--- src/rtl/piso_serializer.sv ---
// Parallel-in/serial-out serializer with a one-entry holding register for gapless frames.
// Optional even-parity trailer cycle is enabled by defining SER_PARITY_EN.
module piso_serializer #(
  parameter int unsigned WIDTH     = 8,
  parameter bit          MSB_FIRST = 1'b1
) (
  input  logic             clk,
  input  logic             rst,
  input  logic [WIDTH-1:0] load_data,
  input  logic             load_valid,
  output logic             load_ready,
  output logic             ser_bit,
  output logic             ser_active,
  output logic             frame_done
);

  localparam int unsigned   CW   = $clog2(WIDTH + 2);
  localparam logic [CW-1:0] LAST = CW'(WIDTH - 1);

`ifdef SER_PARITY_EN
  typedef enum logic [1:0] {
    IDLE   = 2'd0,
    SHIFT  = 2'd1,
    PARITY = 2'd2
  } state_t;
`else
  typedef enum logic {
    IDLE  = 1'b0,
    SHIFT = 1'b1
  } state_t;
`endif

  state_t           state_q, state_d;
  logic [WIDTH-1:0] shift_q, shift_d;
  logic [WIDTH-1:0] hold_q, hold_d;
  logic [CW-1:0]    cnt_q, cnt_d;
  logic             hold_full_q, hold_full_d;
  logic             ready_q;
  logic [WIDTH-1:0] shifted;
  logic             head_bit;
  logic             xfer;
  logic             last_bit;
  logic             frame_end;
`ifdef SER_PARITY_EN
  logic             parity_q, parity_d;
`endif

  // Bit order only changes which end of the shift register is presented and refilled.
  generate
    if (MSB_FIRST) begin : g_msb
      assign head_bit = shift_q[WIDTH-1];
      assign shifted  = {shift_q[WIDTH-2:0], 1'b0};
    end else begin : g_lsb
      assign head_bit = shift_q[0];
      assign shifted  = {1'b0, shift_q[WIDTH-1:1]};
    end
  endgenerate

  assign xfer     = load_valid & ready_q;
  assign last_bit = (state_q == SHIFT) && (cnt_q == LAST);

`ifdef SER_PARITY_EN
  assign frame_end = (state_q == PARITY);
`else
  assign frame_end = last_bit;
`endif

  always_comb begin
    state_d     = state_q;
    shift_d     = shift_q;
    hold_d      = hold_q;
    cnt_d       = cnt_q;
    hold_full_d = hold_full_q;
`ifdef SER_PARITY_EN
    parity_d    = parity_q;
`endif

    case (state_q)
      IDLE: begin
        if (xfer) begin
          shift_d  = load_data;
          cnt_d    = '0;
          state_d  = SHIFT;
`ifdef SER_PARITY_EN
          parity_d = ^load_data;
`endif
        end
      end
      SHIFT: begin
        shift_d = shifted;
        cnt_d   = cnt_q + CW'(1);
`ifdef SER_PARITY_EN
        if (last_bit) begin
          state_d = PARITY;
        end
`endif
      end
`ifdef SER_PARITY_EN
      PARITY: begin
        state_d = PARITY;
      end
`endif
      default: begin
        state_d = IDLE;
      end
    endcase

    // Mid-frame offers park in the holding register; load_ready is already 0 if it is full.
    if (xfer && (state_q != IDLE) && !frame_end) begin
      hold_d      = load_data;
      hold_full_d = 1'b1;
    end

    // Frame boundary: a held word takes priority, then a same-cycle offer, else go idle.
    if (frame_end) begin
      if (hold_full_q) begin
        shift_d     = hold_q;
        cnt_d       = '0;
        hold_full_d = 1'b0;
        state_d     = SHIFT;
`ifdef SER_PARITY_EN
        parity_d    = ^hold_q;
`endif
      end else if (xfer) begin
        shift_d  = load_data;
        cnt_d    = '0;
        state_d  = SHIFT;
`ifdef SER_PARITY_EN
        parity_d = ^load_data;
`endif
      end else begin
        shift_d = '0;
        cnt_d   = '0;
        state_d = IDLE;
      end
    end
  end

  always_ff @(posedge clk or posedge rst) begin
    if (rst) begin
      state_q     <= IDLE;
      shift_q     <= '0;
      hold_q      <= '0;
      cnt_q       <= '0;
      hold_full_q <= 1'b0;
      ready_q     <= 1'b1;
`ifdef SER_PARITY_EN
      parity_q    <= 1'b0;
`endif
    end else begin
      state_q     <= state_d;
      shift_q     <= shift_d;
      hold_q      <= hold_d;
      cnt_q       <= cnt_d;
      hold_full_q <= hold_full_d;
      ready_q     <= ~hold_full_d;
`ifdef SER_PARITY_EN
      parity_q    <= parity_d;
`endif
    end
  end

  always_comb begin
    ser_bit = 1'b0;
    case (state_q)
      SHIFT:   ser_bit = head_bit;
`ifdef SER_PARITY_EN
      PARITY:  ser_bit = parity_q;
`endif
      default: ser_bit = 1'b0;
    endcase
  end

  assign ser_active = (state_q != IDLE);
  assign frame_done = frame_end;
  assign load_ready = ready_q;

endmodule

--- config.mk ---
export PLATFORM = sky130hd
export DESIGN_NAME = piso_serializer
export DESIGN_NICKNAME = d
export VERILOG_FILES = /design/src/rtl/piso_serializer.sv
export SDC_FILE = /design/constraint.sdc
export NUM_CORES = 1
export LEC_CHECK = 0
export BUFFER_PORTS_ARGS = -buffer_cell sky130_fd_sc_hd__buf_2
export CELL_PAD_IN_SITES_DETAIL_PLACEMENT = 1
export CELL_PAD_IN_SITES_GLOBAL_PLACEMENT = 1
export CORE_ASPECT_RATIO = 0.9
export CORE_UTILIZATION = 32
export CTS_BUF_LIST = sky130_fd_sc_hd__clkbuf_8
export DETAILED_ROUTE_END_ITERATION = 10
export PLACE_DENSITY = 0.7
export SYNTH_ARGS = -nofsm -noshare
export SYNTH_HDL_FRONTEND = slang
export SYNTH_SLANG_ARGS = --single-unit
--- constraint.sdc ---
create_clock -name clk -period 2.7 [get_ports clk]
set_input_delay 0 -clock clk [delete_from_list [all_inputs] [get_ports clk]]
set_output_delay 0 -clock clk [all_outputs]
set_load 0.1 [all_outputs]
Yosys cells after proc, flatten, opt, wreduce, memory -nomap -nowiden

Cells that the tools add are included.

Input port bits: 11
Output and inout bits: 4
Register bits after elaboration: 23
Word-level logic and storage cells: 32

Equality and inequality tests: 2
Muxes and demuxes: 16
Bitwise operators: 3
Add/sub/neg operators: 1
Reductions and logical operators: 4

Operators with widths:

| cell                                                | count |
|---|---|
| two-way mux 8 bit                                   | 4 |
| case mux 8 bit (2 select lines)                     | 1 |
| two-way mux 1 bit                                   | 8 |
| two-way mux 4 bit                                   | 2 |
| case mux 4 bit (2 select lines)                     | 1 |
| adder 4 x 1 -> 4 bit, second input constant         | 1 |
| equality test 4 x 3 -> 1 bit, second input constant | 1 |
| logical AND 1 bit                                   | 3 |
| != test 3 bit, second input constant                | 1 |
| inverter 1 bit                                      | 2 |
| bitwise AND 1 bit                                   | 1 |
| logical NOT 1 bit                                   | 1 |

Depth between registers and ports, before layout

Depth in word-level cells: 8
Depth in mapped cells: 5
Depth with buffers taken out: 4

Worst setup path before layout

No wires, ideal clock.

Path type: register to output
From: register state_q, in the netlist ser_active
To: output ser_bit
Path slack: 0.410 ns
Path buffers: 2
Stages on the path, launching flop included: 4
Data arrival time: 2.290 ns
Required time: 2.700 ns
Path through: dfrtp_1 > buf_2 > clkbuf_1 > and2_1

Cells in the longest elaborated chain, start to end: 1

RTL lines:

| what                     | RTL line | text |
|---|---|---|
| start: declaration       | 33       | `state_t state_q, state_d;` |
| start signal: assignment | 151      | `state_q <= state_d;` |
| two-way mux 1 bit        | 165      | `case (state_q)` |
| end: declaration         | 12       | `output logic ser_bit,` |

No other way between the ends.

Worst setup path in the final report

From: register state_q, in the netlist ser_active
To: output frame_done

Cells in the longest elaborated chain, start to end: 1

RTL lines:

| what              | RTL line | text |
|---|---|---|
| logical AND 1 bit | 60       | `assign last_bit = (state_q == SHIFT) && (cnt_q == LAST);` |
| end: declaration  | 14       | `output logic frame_done` |

No other way between the ends.

==> results.md <==
- Outcome: finished clean
- Hold_ws: 138.9 ps
- Final WL: 2.757 mm
- Mux cell area share after synthesis: 7.595%
- CP max FO: 25
- Synth Area in Adders: 1.055%
- Layout cells sized above 1: 18.25%
- Post-DR wirelength/cell: 16.22 um
- Post-route ant nets: 0
- Post-Syn Area: 1186 um^2
- WP data arrival: 2050 ps
- Clock skew: 3.315 ps
- Unrepaired setup endpoints after global routing: no
- Setup TNS Final: 0 ps
- VDD IR-drop max: 432.8 uV
- Non-filler cells, final: 170
- Die Area: 3955 um^2
- Xor/xnor share of the synthesized area: 0.7384%
- Post-Synth Simple-Gate Area: 11.08%
- H-tree depth: 1
- Beginning of the critical path: ser_active$_DFF_PP0_
- Critical path endpoint category: output pin
- Lkg Pwr: 0.0006395 uW
- # nets final: 139
- Class of the worst hold path: primary input to flip-flop
- Syn_area_per_cell: 11.09 um^2
- Gpl congestion: 0.6888
- Relative slew slack: 40.95%
- # rows: 20
- Post-DP Area: 1269 um^2
- Die X: 66.18 um
- Top Ports: 15
- Starting Density: 34.35%
- Max-cap violations: 0
- Crit start category: flip-flop
- Power Dens Cells: 1138 nW/um^2
- Hold depth: 3
- Most common cell after layout, fill and taps aside: dfrtp_1
- Detailed Place HPWL: 1.879 mm
- Seq/Total Area, Yosys: 48.63%
- Fin area: 1404 um^2
- Critical path required time: 2700 ps
- Worst Hold Launch: load_valid
- Number of DRC markers in iteration 0: 26
- Final Hold Fails: 0
- Worst-Skew Late Latency: 260 ps
- Tmin final: 2045 ps
- Vias per cell: 5.524
- Synth Area in Compound Gates: 23.84%
- Vias in the first global route: 1033
- Setup CP Type: flip-flop to output pin
- Post-Synthesis Cells: 107
- Postcts setup bufs: 0
- Pwr Total: 1597 uW
- Critical register-to-register path startpoint: ser_active$_DFF_PP0_
- Final setup vio count: 0
- Inserted Diodes: 0
- Area leader, netlist: dfrtp_1
- First-pass GRT wire length: 4.961 mm
- Synth top area cells: dfrtp_1 (46%), a31oi_1 (7.4%), mux2_1 (6.6%), a221o_1 (5.9%), a22o_1 (5.2%)
- TritonCTS clock tree: done
- Slew Viols, Final: 0
- Register clock-pin slew on the reported worst setup and hold paths: 80 ps
- Mapped Nets: 119
- DRT Pass-1 Iters: 4
- Clk buf depth: 2
- Post-CTS Resized: 0
- Max Clk Rate: 0.4889 GHz
- Die height: 59.76 um
- Synth unique cells: 27
- Fillers: 395
- Hold_buf cts: 9
- Core Area: 3453 um^2
- Grt total ovfl: 0
- Most frequent cells in the layout: dfrtp_1 (22), a31oi_1 (14), buf_2 (14)
- Num CTS Buffers: 3
- Root Buffer: clkbuf_8
- Final Cycle Share: 75.76%
- Cells after DPL: 157
- Residual DRC count: 0
- Antenna violations before repair: 0
- Number of vias in the routed layout: 939
- #FFs+latches synth: 23
- R2r worst-path depth: 3
- Largest family of logic cells by synthesized area: compound AO/OA/AOI/OAI gates
- # port buffers: 14
- CTS sink count: 23
- Share of the synthesized area in the top cell type: 46.41%
- Synthesis-to-finish area growth: 18.35%
- Largest net degree at the start of global routing: 26
- Worst Max-Slew Pin Slew: 884.8 ps
- Total GRT Usage: 16.84%
- Yosys warns: 0
==> area by class of cell <==
class | count | area (um^2) | share of cell area (%)
sequential | 23 | 576.8 | 41.09
multi-input combinational | 66 | 525.5 | 37.43
timing repair buffer | 24 | 167.7 | 11.94
tap | 44 | 55.05 | 3.922
clock buffer | 3 | 41.29 | 2.941
inverter | 9 | 33.78 | 2.406
clock inverter | 1 | 3.754 | 0.2674
==> sequential cells by signal (all words and copies together), names as in the netlist <==
| register | flops |
|---|---|
| cnt_q | 4 |
| load_ready | 1 |
| hold_q | 8 |
| shift_q | 8 |
| hold_full_q | 1 |
| ser_active | 1 |
==> synth_stat cells, drive strengths merged <==
cell type and number:
nand3b 1, nor2b 1, o21ba 1, nand3 1
and3b 1, ha 1, and2 2, a22o 7
nand4b 2, a21oi 2, nand4 1, a32o 1
clkbuf 1, a31oi 14, buf 8, inv 9
o21ai 5, a2bb2oi 1, dfrtp 22, nand2 9
mux2 8, dfstp 1, xor2 1, a221o 7
==> cells by family after synthesis <==
| group | count (synthesis) |
|---|---|
| adder cells (fa/ha/maj) | 1 |
| AND/OR/NAND/NOR | 18 |
| buffers and inverters | 18 |
| flip-flops | 23 |
| XOR/XNOR | 1 |
| multiplexers | 8 |
| AO/OA/AOI/OAI | 38 |
==> power breakdown <==
group / leakage [uW] / internal, uW / switching (uW) / total [uW]
Sequential: 0.000272 / 517 / 179 / 696
Clock: 0.0000269 / 102 / 111 / 212
Combinational: 0.000341 / 290 / 399 / 690
==> worst max-delay path: stages (launching register included) <==
cell,delay (ps)
dfrtp_1,920
nand4b_4,320
inv_1,110
buf_2,420
==> stage by stage <==
step	setup WS (ps)	util, %
final	654.6	40.65
after global routing	536.3	40.65
after CTS	653.6	40.65
after detailed placement	851.4	36.74
after global placement	906.8	36.74
after floorplan	410.0	-
==> path summary, 6_finish.rpt <==
path / to / slack, ps
hold reg to reg: hold_q[4]$_DFFE_PP0P_ / 500
setup reg to reg: shift_q[6]$_DFFE_PP0P_ / 830
hold / removal: ser_active$_DFF_PP0_ / 140
min in group asynchronous: shift_q[3]$_DFFE_PP0P_ / 460
setup / recovery: frame_done / 650
max in group asynchronous: shift_q[6]$_DFFE_PP0P_ / 1700
==> layer usage <==
layer | vias up | global-route usage [%] | part of all wire (%)
met5 | - | 0 | 0
met3 | 0 | 4.580 | 3.2
met4 | 0 | 1.824 | 0
met1 | 486 | 20.43 | 45
met2 | 13 | 30.76 | 51
li1 | 440 | - | -
(Power assumes the default switching activity.)
